## config.mk

```make
export PLATFORM = sky130hd
export DESIGN_NAME = ex_mem_reg_flat
export DESIGN_NICKNAME = d
export VERILOG_FILES = /design/src/rtl/ex_mem_reg_pkg.sv /design/src/rtl/ex_mem_reg_if.sv /design/src/rtl/ex_mem_reg_sat_counter.sv /design/src/rtl/ex_mem_reg.sv /design/src/flat_wrapper.sv
export SDC_FILE = /design/constraint.sdc
export NUM_CORES = 1
export LEC_CHECK = 0
export BUFFER_PORTS_ARGS = -buffer_cell sky130_fd_sc_hd__buf_2
export CORE_MARGIN = 3
export CORE_UTILIZATION = 46
export CTS_CLUSTER_DIAMETER = 100
export DETAILED_ROUTE_END_ITERATION = 8
export PLACE_DENSITY_LB_ADDON = 0.3
export SLEW_MARGIN = 0
export SYNTH_ARGS = -nofsm -noshare
export SYNTH_HDL_FRONTEND = slang
export SYNTH_SLANG_ARGS = --single-unit
```

## constraint.sdc

```tcl
create_clock -name clk -period 2.1 [get_ports clk]
set_input_delay 0.21 -clock clk [delete_from_list [all_inputs] [get_ports clk]]
set_output_delay 0.21 -clock clk [all_outputs]
set_load 0.1 [all_outputs]
```

## src/rtl/ex_mem_reg_pkg.sv

```systemverilog
// Shared CPU definitions used by the EX/MEM pipeline register:
// exception cause codes, the trap FSM encoding, writeback select
// encodings shared with ID and WB, and the registered control bundle.
package ex_mem_reg_pkg;

    // Cause code reported for an arithmetic-overflow trap.
    localparam logic [4:0] CAUSE_OVF = 5'd12;

    // Exception FSM: RUN loads normally, TRAP squashes until acknowledged.
    typedef enum logic {
        RUN  = 1'b0,
        TRAP = 1'b1
    } state_t;

    // Writeback source select, common to ID, MEM and WB.
    typedef enum logic [1:0] {
        WB_ALU = 2'd0,
        WB_MEM = 2'd1,
        WB_PC4 = 2'd2,
        WB_IMM = 2'd3
    } wb_sel_t;

    // Control bundle carried from EX into MEM.
    typedef struct packed {
        logic       reg_write;
        logic       mem_read;
        logic       mem_write;
        wb_sel_t    mem_to_reg;
        logic [4:0] write_reg;
    } ctrl_t;

endpackage

```

## src/rtl/ex_mem_reg_if.sv

```systemverilog
// EX-to-MEM bus: EX-stage inputs, MEM-stage outputs and the overflow
// exception request. The master side drives EX and pipeline control,
// the slave side is the pipeline register itself.
interface ex_mem_reg_if #(
    parameter int CNT_W = 16
);
    logic             stall;
    logic             flush;
    logic             ex_valid;
    logic [31:0]      ex_pc;
    logic [31:0]      ex_alu_result;
    logic             ex_zero;
    logic             ex_negative;
    logic             ex_overflow;
    logic             ex_ovf_trap_en;
    logic             ex_reg_write;
    logic             ex_mem_read;
    logic             ex_mem_write;
    logic [1:0]       ex_mem_to_reg;
    logic [4:0]       ex_write_reg;
    logic [31:0]      ex_store_data;
    logic             exc_ack;

    logic             mem_valid;
    logic [31:0]      mem_pc;
    logic [31:0]      mem_alu_result;
    logic             mem_zero;
    logic             mem_negative;
    logic             mem_reg_write;
    logic             mem_mem_read;
    logic             mem_mem_write;
    logic [1:0]       mem_mem_to_reg;
    logic [4:0]       mem_write_reg;
    logic [31:0]      mem_store_data;
    logic             exc_req;
    logic [31:0]      exc_epc;
    logic [4:0]       exc_cause;
    logic [CNT_W-1:0] ovf_count;

    modport master (
        output stall, flush, ex_valid, ex_pc, ex_alu_result, ex_zero,
               ex_negative, ex_overflow, ex_ovf_trap_en, ex_reg_write,
               ex_mem_read, ex_mem_write, ex_mem_to_reg, ex_write_reg,
               ex_store_data, exc_ack,
        input  mem_valid, mem_pc, mem_alu_result, mem_zero, mem_negative,
               mem_reg_write, mem_mem_read, mem_mem_write, mem_mem_to_reg,
               mem_write_reg, mem_store_data, exc_req, exc_epc, exc_cause,
               ovf_count
    );

    modport slave (
        input  stall, flush, ex_valid, ex_pc, ex_alu_result, ex_zero,
               ex_negative, ex_overflow, ex_ovf_trap_en, ex_reg_write,
               ex_mem_read, ex_mem_write, ex_mem_to_reg, ex_write_reg,
               ex_store_data, exc_ack,
        output mem_valid, mem_pc, mem_alu_result, mem_zero, mem_negative,
               mem_reg_write, mem_mem_read, mem_mem_write, mem_mem_to_reg,
               mem_write_reg, mem_store_data, exc_req, exc_epc, exc_cause,
               ovf_count
    );

endinterface

```

## src/rtl/ex_mem_reg_sat_counter.sv

```systemverilog
// Saturating event counter: counts inc pulses and sticks at all-ones.
// Reusable for any event counter in the pipeline.
module sat_counter #(
    parameter int W = 16
) (
    input  logic         clk,
    input  logic         clear,
    input  logic         inc,
    output logic [W-1:0] count
);

    // Synchronous clear wins; increments stop once the count is all-ones.
    always_ff @(posedge clk) begin
        if (clear) begin
            count <= '0;
        end else if (inc && (count != '1)) begin
            count <= count + W'(1);
        end
    end

endmodule

```

## src/rtl/ex_mem_reg.sv

```systemverilog
// EX/MEM pipeline register. Captures the ALU result, flags and EX
// control bundle for the MEM stage, and converts a trapping signed
// overflow into a precise exception: the faulting instruction and all
// younger ones are replaced by bubbles until the handler acknowledges.
module ex_mem_reg
    import ex_mem_reg_pkg::*;
#(
    parameter logic [4:0] OVF_CAUSE = CAUSE_OVF,
    parameter int         CNT_W     = 16
) (
    input  logic           clk,
    input  logic           reset,
    ex_mem_reg_if.slave    bus
);

    state_t           state_q;
    logic             exc_req_q;
    logic [31:0]      epc_q;
    logic [4:0]       cause_q;

    logic             vld_p1;
    logic [31:0]      pc_p1;
    logic [31:0]      result_p1;
    logic             zero_p1;
    logic             neg_p1;
    ctrl_t            ctrl_p1;
    logic [31:0]      store_p1;

    ctrl_t            ctrl_in;
    logic             take_trap;
    logic             squash;
    logic [CNT_W-1:0] ovf_cnt;

    assign ctrl_in = '{
        reg_write:  bus.ex_reg_write,
        mem_read:   bus.ex_mem_read,
        mem_write:  bus.ex_mem_write,
        mem_to_reg: wb_sel_t'(bus.ex_mem_to_reg),
        write_reg:  bus.ex_write_reg
    };

    // A trap is only taken on a real load edge: RUN, not flushed, not stalled.
    assign take_trap = (state_q == RUN) && !bus.flush && !bus.stall &&
                       bus.ex_valid && bus.ex_ovf_trap_en && bus.ex_overflow;

    // Bubble sources in priority order below reset: flush, TRAP, the fault itself.
    assign squash = bus.flush || (state_q == TRAP) || take_trap;

    // ---- EX -> MEM stage boundary ----
    // Stage register: bubble on squash, hold on stall, otherwise load EX.
    always_ff @(posedge clk) begin
        if (reset || squash) begin
            vld_p1    <= 1'b0;
            pc_p1     <= '0;
            result_p1 <= '0;
            zero_p1   <= 1'b0;
            neg_p1    <= 1'b0;
            ctrl_p1   <= '0;
            store_p1  <= '0;
        end else if (!bus.stall) begin
            vld_p1    <= bus.ex_valid;
            pc_p1     <= bus.ex_pc;
            result_p1 <= bus.ex_alu_result;
            zero_p1   <= bus.ex_zero;
            neg_p1    <= bus.ex_negative;
            ctrl_p1   <= ctrl_in;
            store_p1  <= bus.ex_store_data;
        end
    end

    // Exception FSM with registered request; EPC/cause persist after returning to RUN.
    always_ff @(posedge clk) begin
        if (reset) begin
            state_q   <= RUN;
            exc_req_q <= 1'b0;
            epc_q     <= '0;
            cause_q   <= '0;
        end else begin
            case (state_q)
                RUN: begin
                    if (take_trap) begin
                        state_q   <= TRAP;
                        exc_req_q <= 1'b1;
                        epc_q     <= bus.ex_pc;
                        cause_q   <= OVF_CAUSE;
                    end
                end
                TRAP: begin
                    if (bus.exc_ack) begin
                        state_q   <= RUN;
                        exc_req_q <= 1'b0;
                    end
                end
                default: begin
                    state_q   <= RUN;
                    exc_req_q <= 1'b0;
                end
            endcase
        end
    end

    sat_counter #(
        .W(CNT_W)
    ) u_ovf_cnt (
        .clk   (clk),
        .clear (reset),
        .inc   (take_trap),
        .count (ovf_cnt)
    );

    assign bus.mem_valid      = vld_p1;
    assign bus.mem_pc         = pc_p1;
    assign bus.mem_alu_result = result_p1;
    assign bus.mem_zero       = zero_p1;
    assign bus.mem_negative   = neg_p1;
    assign bus.mem_reg_write  = ctrl_p1.reg_write;
    assign bus.mem_mem_read   = ctrl_p1.mem_read;
    assign bus.mem_mem_write  = ctrl_p1.mem_write;
    assign bus.mem_mem_to_reg = ctrl_p1.mem_to_reg;
    assign bus.mem_write_reg  = ctrl_p1.write_reg;
    assign bus.mem_store_data = store_p1;
    assign bus.exc_req        = exc_req_q;
    assign bus.exc_epc        = epc_q;
    assign bus.exc_cause      = cause_q;
    assign bus.ovf_count      = ovf_cnt;

endmodule

```

## src/flat_wrapper.sv

```systemverilog
// flat-port wrapper written by rule: the top's interface ports become plain ports
module ex_mem_reg_flat import ex_mem_reg_pkg::*;
#(
    parameter logic [4:0] OVF_CAUSE = CAUSE_OVF,
    parameter int         CNT_W     = 16
)
  (clk, reset, bus_stall, bus_flush, bus_ex_valid, bus_ex_pc, bus_ex_alu_result, bus_ex_zero, bus_ex_negative, bus_ex_overflow, bus_ex_ovf_trap_en, bus_ex_reg_write, bus_ex_mem_read, bus_ex_mem_write, bus_ex_mem_to_reg, bus_ex_write_reg, bus_ex_store_data, bus_exc_ack, bus_mem_valid, bus_mem_pc, bus_mem_alu_result, bus_mem_zero, bus_mem_negative, bus_mem_reg_write, bus_mem_mem_read, bus_mem_mem_write, bus_mem_mem_to_reg, bus_mem_write_reg, bus_mem_store_data, bus_exc_req, bus_exc_epc, bus_exc_cause, bus_ovf_count);
  ex_mem_reg_if #(.CNT_W(CNT_W)) bus_i ();
  input  logic clk;
  input  logic reset;
  input wire logic [$bits(bus_i.stall)-1:0] bus_stall;
  input wire logic [$bits(bus_i.flush)-1:0] bus_flush;
  input wire logic [$bits(bus_i.ex_valid)-1:0] bus_ex_valid;
  input wire logic [$bits(bus_i.ex_pc)-1:0] bus_ex_pc;
  input wire logic [$bits(bus_i.ex_alu_result)-1:0] bus_ex_alu_result;
  input wire logic [$bits(bus_i.ex_zero)-1:0] bus_ex_zero;
  input wire logic [$bits(bus_i.ex_negative)-1:0] bus_ex_negative;
  input wire logic [$bits(bus_i.ex_overflow)-1:0] bus_ex_overflow;
  input wire logic [$bits(bus_i.ex_ovf_trap_en)-1:0] bus_ex_ovf_trap_en;
  input wire logic [$bits(bus_i.ex_reg_write)-1:0] bus_ex_reg_write;
  input wire logic [$bits(bus_i.ex_mem_read)-1:0] bus_ex_mem_read;
  input wire logic [$bits(bus_i.ex_mem_write)-1:0] bus_ex_mem_write;
  input wire logic [$bits(bus_i.ex_mem_to_reg)-1:0] bus_ex_mem_to_reg;
  input wire logic [$bits(bus_i.ex_write_reg)-1:0] bus_ex_write_reg;
  input wire logic [$bits(bus_i.ex_store_data)-1:0] bus_ex_store_data;
  input wire logic [$bits(bus_i.exc_ack)-1:0] bus_exc_ack;
  output wire logic [$bits(bus_i.mem_valid)-1:0] bus_mem_valid;
  output wire logic [$bits(bus_i.mem_pc)-1:0] bus_mem_pc;
  output wire logic [$bits(bus_i.mem_alu_result)-1:0] bus_mem_alu_result;
  output wire logic [$bits(bus_i.mem_zero)-1:0] bus_mem_zero;
  output wire logic [$bits(bus_i.mem_negative)-1:0] bus_mem_negative;
  output wire logic [$bits(bus_i.mem_reg_write)-1:0] bus_mem_reg_write;
  output wire logic [$bits(bus_i.mem_mem_read)-1:0] bus_mem_mem_read;
  output wire logic [$bits(bus_i.mem_mem_write)-1:0] bus_mem_mem_write;
  output wire logic [$bits(bus_i.mem_mem_to_reg)-1:0] bus_mem_mem_to_reg;
  output wire logic [$bits(bus_i.mem_write_reg)-1:0] bus_mem_write_reg;
  output wire logic [$bits(bus_i.mem_store_data)-1:0] bus_mem_store_data;
  output wire logic [$bits(bus_i.exc_req)-1:0] bus_exc_req;
  output wire logic [$bits(bus_i.exc_epc)-1:0] bus_exc_epc;
  output wire logic [$bits(bus_i.exc_cause)-1:0] bus_exc_cause;
  output wire logic [$bits(bus_i.ovf_count)-1:0] bus_ovf_count;
  assign bus_i.stall = bus_stall;
  assign bus_i.flush = bus_flush;
  assign bus_i.ex_valid = bus_ex_valid;
  assign bus_i.ex_pc = bus_ex_pc;
  assign bus_i.ex_alu_result = bus_ex_alu_result;
  assign bus_i.ex_zero = bus_ex_zero;
  assign bus_i.ex_negative = bus_ex_negative;
  assign bus_i.ex_overflow = bus_ex_overflow;
  assign bus_i.ex_ovf_trap_en = bus_ex_ovf_trap_en;
  assign bus_i.ex_reg_write = bus_ex_reg_write;
  assign bus_i.ex_mem_read = bus_ex_mem_read;
  assign bus_i.ex_mem_write = bus_ex_mem_write;
  assign bus_i.ex_mem_to_reg = bus_ex_mem_to_reg;
  assign bus_i.ex_write_reg = bus_ex_write_reg;
  assign bus_i.ex_store_data = bus_ex_store_data;
  assign bus_i.exc_ack = bus_exc_ack;
  assign bus_mem_valid = bus_i.mem_valid;
  assign bus_mem_pc = bus_i.mem_pc;
  assign bus_mem_alu_result = bus_i.mem_alu_result;
  assign bus_mem_zero = bus_i.mem_zero;
  assign bus_mem_negative = bus_i.mem_negative;
  assign bus_mem_reg_write = bus_i.mem_reg_write;
  assign bus_mem_mem_read = bus_i.mem_mem_read;
  assign bus_mem_mem_write = bus_i.mem_mem_write;
  assign bus_mem_mem_to_reg = bus_i.mem_mem_to_reg;
  assign bus_mem_write_reg = bus_i.mem_write_reg;
  assign bus_mem_store_data = bus_i.mem_store_data;
  assign bus_exc_req = bus_i.exc_req;
  assign bus_exc_epc = bus_i.exc_epc;
  assign bus_exc_cause = bus_i.exc_cause;
  assign bus_ovf_count = bus_i.ovf_count;
  ex_mem_reg #(.OVF_CAUSE(OVF_CAUSE), .CNT_W(CNT_W)) u_core (.clk(clk), .reset(reset), .bus(bus_i));
endmodule
```

# == After elaboration in Yosys (flattened, before gate mapping) ==
# Index checks and enable logic that the tools add are counted.
# totals
mem_bits_rw,0
memories,0
input_bits,116
out_inout_bits,163
elab_cells,40
latchBits,0
ff_bits,160
romBits,0
# op_classes
addsub,1
muxes,6
mul,0
n_lt_le_gt_ge,0
n_reduce_logical,13
div_mod_pow,0
eq_ne,3
shifts,0
n_bitwise,1
# ops
cell,count
"16-bit by 1-bit adder with 16-bit output, second input constant",1
"16-bit != test, second input constant",1
1-bit logical AND,6
1-bit two-way mux,4
1-bit case mux with 2 select lines,2
2-bit AND reduction,2
1-bit logical OR,3
1-bit zero test,2
"2-bit by 1-bit != test with 1-bit output, second input constant",1
"2-bit != test, second input constant",1
1-bit inverter,1

# == Depth between registers and ports, before layout ==
# Gate-level depths: netlist (run 1).
# depth
word_depth,8
ltp_mapped,8
depth_no_buf,5

# == Modules after synthesis ==
# A second synthesis (run 1) with hierarchy kept.
# unflattened
cells_unflattened,615
area_unflattened_um2,6133.4
# by_module_without_submodules
mod,instances,area_per_inst_um2,cells_each
ex_mem_reg,1,5285.1,516
sat_counter,1,848.3,99

# == Worst setup path before layout (run 1) ==
# OpenSTA, ideal clock, no wires.
# synth_timing
path_kind,register -> register
from,register u_core.u_ovf_cnt.count[0]
to,register u_core.u_ovf_cnt.count[1]
stages_incl_launch_ff,7
synth_period_minus_slack_ns,2.667
n_path_buf,1
t_required_ns,2.029
setup_ns,0.071
slack_ns,-0.567
arrival_time_ns,2.596
cell_sequence,dfxtp_1 -> ha_1 -> nand3_1 -> nor4_1 -> buf_2 -> o21ai_0 -> a21oi_1
# synth_between
elab_chain_len,2
elab_cells_between_ends,3
classes_between,1 x add/sub; 1 x eq/ne; 1 x reduce/logical
# synth_rtl
item,line,rtl
start: declaration,ex_mem_reg_sat_counter.sv:9,output logic [W-1:0] count
start signal: assignment,ex_mem_reg_sat_counter.sv:17,count <= count + W'(1);
branches (longest 2 deep; another with 16-bit by 1-bit adder with 16-bit output),n/a,
# Several ways; the timed one is not identified.
# A chain may end at the register's enable or synchronous reset.

# == Worst setup path after layout (run 1) ==
# layout_timing
from,register u_core.state_q
to,register u_core.u_ovf_cnt.count[0]
# layout_between
elab_chain_len,7
# layout_rtl
item,line,rtl
start: declaration,ex_mem_reg.sv:16,state_t state_q;
start signal: assignment,ex_mem_reg.sv:74,state_q <= RUN;
start signal: assignment,ex_mem_reg.sv:82,state_q <= TRAP;
start signal: assignment,ex_mem_reg.sv:90,state_q <= RUN;
1-bit inverter,ex_mem_reg.sv:43,assign take_trap = (state_q == RUN) && !bus.flush && !bus.stall &&
1-bit logical AND (3 in a row),ex_mem_reg.sv:43,
1-bit logical AND (2 in a row),ex_mem_reg.sv:44,bus.ex_valid && bus.ex_ovf_trap_en && bus.ex_overflow;
1-bit logical AND,ex_mem_reg_sat_counter.sv:16,end else if (inc && (count != '1)) begin
# No other way between the ends.

==> results of run 1 <==
cell usage in the layout, fill, tap and decap left out, types with 2 or more instances in the layout:
master	count
or3_1	2
clkinv_2	5
buf_4	8
nand4_1	6
dfxtp_4	2
nand2_1	70
buf_2	274
clkbuf_8	2
clkbuf_16	17
nor2b_1	2
nor2_1	113
a21oi_1	50
o21ai_0	3
and4_1	3
or4_1	12
nand3_1	6
o31ai_1	12
mux2i_1	108
dfxtp_2	14
inv_1	3
clkinvlp_4	2
conb_1	3
clkbuf_1	3
dfxtp_1	144
worst reg2reg max path, stage by stage, from the launching register on:
cell and delay (ns):
dfxtp_1 0.33, and4bb_4 0.34, nand2_1 0.30, buf_4 0.35, or3_1 0.36, a21oi_1 0.14
metal layers:
| layer | track usage [%] | vias up | part of all wire [%] | wire (µm) |
|---|---|---|---|---|
| li1 | - | 2575 | - | - |
| met1 | 24.7 | 2377 | 41 | 6380 |
| met2 | 38.3 | 195 | 49 | 7620 |
| met3 | 8.31 | 18 | 7.9 | 1230 |
| met4 | 6.66 | 0 | 1.7 | 267 |
| met5 | 0 | - | 0 | 0 |
kinds of logic (layout without fill, tap and decap cells):
group           Yosys count  after routing  synth area share [%]
simple gates            223            223                  16.5
flops                   160            160                  54.7
mux                     109            109                  18.6
compound gates           65             65                  6.06
buf+inv                  47            316                  3.87
fa+ha+maj                 1              1                 0.214
other cells               1              3                0.0640
path summary, 6_finish.rpt:
path | startpoint | endpoint | slack [ns] | depth (start not counted)
max | u_core.state_q$_SDFF_PP0_ | u_core.u_ovf_cnt.count[0]$_SDFFE_PP0P_ | 0.21 | 5
min | bus_ex_alu_result[10] | u_core.bus.mem_alu_result[10]$_SDFFE_PP0N_ | 0.03 | 3
max reg2reg | u_core.state_q$_SDFF_PP0_ | u_core.u_ovf_cnt.count[0]$_SDFFE_PP0P_ | 0.21 | 5
min reg2reg | u_core.bus.exc_epc[6]$_SDFFE_PP0P_ | u_core.bus.exc_epc[6]$_SDFFE_PP0P_ | 0.45 | 2
final cells by class:
cell class	count	area [µm²]	area share, %
multi-input cells	401	2450	31.1
clock buffers	22	464	5.90
flip-flops and latches	160	3230	41.1
clock inverters	7	40.0	0.509
repair buffers	284	1460	18.6
well taps	168	210	2.67
inverters	3	11.3	0.143
power groups by stage:
stage | combinational (W) | clock [W] | sequential [W]
after global routing | 0.00114 | 0.00285 | 0.00316
after global placement | 0.00109 | 0 | 0.00321
after detailed placement | 0.00109 | 0 | 0.00322
after CTS | 0.00109 | 0.00272 | 0.00315
final | 0.00109 | 0.00265 | 0.00315
after floorplan | 0.000291 | 0 | 0.00378
stage by stage:
stage	instances	setup WS, ns	cell area, µm²	utilization, %	power (W)
final	1045	0.210	7860	64.4	0.00689
after global routing	1045	0.112	7860	64.4	0.00716
after CTS	1045	0.215	7860	64.4	0.00696
after detailed placement	1016	0.213	7360	60.3	0.00431
after global placement	1016	0.233	7360	60.3	0.00430
after floorplan	608	0.120	5900	-	0.00407
==> run metrics, run 1 <==
outcome=completed; critical path cell sequence=and4bb_4 > nand2_1 > buf_4 > or3_1 > a21oi_1; Post-synth ARST share=0%; drt pass-1 iters=4; Fillers=1063; Hold WS=0.0312 ns; clk_lat worst skew=0.41 ns; share of layout cells above drive strength 1=37.7%; min Tclk post-route=around 1.9 ns; GP Congestion=about 0.79; routed via count=5165; Die Y-Extent=around 120 µm; design internal power=0.00491 W; Core Region=12200 µm²; first-pass GRT wire length=25100 µm; Sw Pwr=0.00198 W; clk buf depth=2; ant diodes=0; CTS buffer count=17; drt total wl=15500 µm; critical path class=flop to flop; most numerous cell in the Yosys netlist=dfxtp_1; Sw Ratio=28.8%; Synth top area share=between 50% and 60%; Seq/Total Area, Yosys=54.7%; Final setup viols=0; max_cap viols=0; die area=14100 µm²; CTS root buf=clkbuf_16; initial antenna violation count=0; Syn. warnings=0; remaining design rule violation count=0; Fin. Hold Viols=0; hold crit path type=input pin to flop; GRT Util Overall=21.9%; DR vias/cell=4.94; clock-pin slew of the registers on the worst-case setup and hold paths=0.06 ns; Max stage delay on crit path=0.36 ns; top_reg_cell synth=dfxtp_1; Synth-to-Final Area Change=34.2%; CP endpoint kind=flop; Final Max Slew Viols=0; Crit path max-delay family=simple AND/OR/NAND/NOR gates; largest net degree at the start of global routing=110; worst vdd ir=727 µV; I/O Buffers=approximately 280; Final nets=between 900 and 1000; Post-synth EDFFs=0; Avg WL per Cell=14.8 µm; Cell Area, Synth=approximately 5900 µm²; RSZ-0062 raised after global routing=no; number of global-route vias before repair=5052; crit path max fanout=25; Worst Path Arrival=about 2.2 ns; die width=about 120 µm; overflow left after global routing=0; Initial Util=48.0%; Leak=3.88 nW; Critical-path top delay cell=or3_1; sequential power share=45.7%; post-CTS sizing=0; actual slew at the worst max-slew pin=about 0.77 ns; CTS tree=yes; CP Buf/Inv Count=1; Post-CTS Setup Repair Bufs=0; # H-tree levels=4; Iter 0 DRT Violations=274; #FFs+latches synth=160; Synth area leader=dfxtp_1; final setup skew=0.00579 ns; Slew HR=48.5%; required time of the critical path=2.43 ns; Sum Neg Setup Slack=0 ns; synth top area cells=dfxtp_1, mux2i_1, nor2_1; clock power share=38.5%; Logic pwr share=15.8%; Synth top cells by count=dfxtp_1, nor2_1, mux2i_1; fin crit share=between 80% and 90%; fmax=~530 MHz; clk sinks=160; cts hold-fix bufs=0; row count=40; Routed Antenna Nets=0; PD cells=876 nW/µm²; I/O pin total=279; Syn Area/Cell=9.67 µm²; Critical Path Start Type=flop; Mapped Cells=606; HPWL after DPL=11000 µm; Yosys cell types=29
Power figures use the tool's default switching activity.
==> run 2, diff against run 1 <==
- CORE_UTILIZATION: 46 -> 48
- CTS_BUF_LIST: not set -> sky130_fd_sc_hd__clkbuf_4 sky130_fd_sc_hd__clkbuf_8
==> run metrics, run 2 (same netlist as run 1, synthesis figures left out) <==
Routed Antenna Nets=0; Initial Util=between 50% and 60%; first-pass GRT wire length=27900 µm; remaining design rule violation count=0; die width=116 µm; share of layout cells above drive strength 1=34.7%; Fin. Hold Viols=0; Synth-to-Final Area Change=46.6%; largest net degree at the start of global routing=110; Max stage delay on crit path=0.42 ns; clk buf depth=2; GRT Util Overall=26.3%; row count=39; Die Y-Extent=roughly 120 µm; ant diodes=0; actual slew at the worst max-slew pin=0.746 ns; Post-CTS Setup Repair Bufs=0; drt pass-1 iters=5; most frequent cells in the layout=buf_2, dfxtp_1, nor2_1, mux2i_1, dlygate4sd3_1; GP Congestion=0.784; HPWL after DPL=11300 µm; RSZ-0062 raised after global routing=no; CTS buffer count=17; Final setup viols=0; initial antenna violation count=0; CTS tree=yes; Critical-path top delay cell=or4_4; drt total wl=18500 µm; CTS root buf=clkbuf_8; final total power=0.00660 W; routed via count=between 5000 and 6000; number of global-route vias before repair=around 5700; required time of the critical path=2.45 ns; overflow left after global routing=0; clock-pin slew of the registers on the worst-case setup and hold paths=0.08 ns; worst vdd ir=541 µV; # H-tree levels=4; crit path max fanout=around 110; Worst Path Arrival=2.22 ns; CP Buf/Inv Count=1; I/O Buffers=around 280; Final nets=around 1100; PD cells=between 700 and 800 nW/µm²; Avg WL per Cell=16.7 µm; min Tclk post-route=1.86 ns; Crit path max-delay family=simple AND/OR/NAND/NOR gates; Sum Neg Setup Slack=0 ns; CP endpoint kind=flop; Slew HR=roughly half; Final Max Slew Viols=0; Critical Path Start Type=flop; clk sinks=160; fin crit share=88.8%; hold crit path type=input pin to flop; fmax=536 MHz; outcome=completed; Final Instance Area=8590 µm²; critical path class=flop to flop; pre-CTS setup slack=0.256 ns; final setup skew=0.00528 ns; Leak=4.20 nW; setup ws final=between 0.2 and 0.25 ns; Iter 0 DRT Violations=472; DR vias/cell=5.12; placed cell area=7330 µm²; most common cell after layout, fill and taps aside=buf_2; post-CTS sizing=0; critical path cell sequence=and4bb_4 > and2_4 > or4_4 > buf_12 > nor2_1; clk_lat worst skew=0.43 ns; max_cap viols=0; I/O pin total=279; Core Region=11700 µm²; die area=about 14000 µm²
run 2: changes by cell type in the layout (fill, tap and decap cells not counted), moves of 3 or more:
cell	change
clkbuf_1	-3
dlygate4sd3_1	+87
clkbuf_16	-17
clkbuf_4	+5
clkbuf_8	+17
run 2: what timing repair did:
| item | CTS | global route |
|---|---|---|
| endpoints found under the setup margin | 0 | 0 |
| hold buffers | 87 | 0 |
| endpoints found under the hold margin | 98 | 0 |
run 2: final timing paths:
path | startpoint | to | slack, ns | depth (start not counted)
setup / recovery | u_core.state_q$_SDFF_PP0_ | u_core.bus.mem_alu_result[31]$_SDFFE_PP0N_ | 0.24 | 5
hold / removal | bus_ex_alu_result[14] | u_core.bus.mem_alu_result[14]$_SDFFE_PP0N_ | 0.02 | 3
setup reg to reg | u_core.state_q$_SDFF_PP0_ | u_core.bus.mem_alu_result[31]$_SDFFE_PP0N_ | 0.24 | 5
hold reg to reg | u_core.bus.exc_epc[6]$_SDFFE_PP0P_ | u_core.bus.exc_epc[6]$_SDFFE_PP0P_ | 0.46 | 2
run 2: routing by layer:
metal / up-vias / GRT usage [%] / part of all wire [%]
li1: 2744 / - / -
met1: 2639 / 28.1 / 38
met2: 245 / 48.5 / 52
met3: 40 / 7.20 / 7.3
met4: 0 / 11.2 / 2.7
met5: - / 0 / 0
run 2: cell type report:
class / count / area (µm²)
Multi-Input combinational cell: 401 / 2450
Fill cell: 820 / 3070
Tap cell: 143 / 179
Inverter: 3 / 11.3
Sequential cell: 160 / 3230
Clock buffer: 24 / 299
Timing Repair Buffer: 370 / 2340
Clock inverter: 7 / 85.1
run 2: report_power, final:
| group | switching (W) | internal, W | leakage, nW |
|---|---|---|---|
| Combinational | 0.000881 | 0.000359 | 2.69 |
| Sequential | 0.0000426 | 0.00311 | 1.31 |
| Clock | 0.00104 | 0.00117 | 0.207 |
| Total | 0.00196 | 0.00464 | 4.20 |
run 2: worst reg2reg max path, cell delays in order (launching register included):
cell,delay [ns]
dfxtp_1,0.37
and4bb_4,0.23
and2_4,0.17
or4_4,0.43
buf_12,0.23
nor2_1,0.35
run 2: through the flow:
stage	cells	util (%)	hold slack, ns
2_1_floorplan	608	-	0.346
3_3_place_gp	990	62.9	0.440
3_5_place_dp	990	62.9	0.446
4_1_cts	1108	73.6	0.000598
5_1_grt	1108	73.6	0.00620
6_report	1108	73.6	0.0223
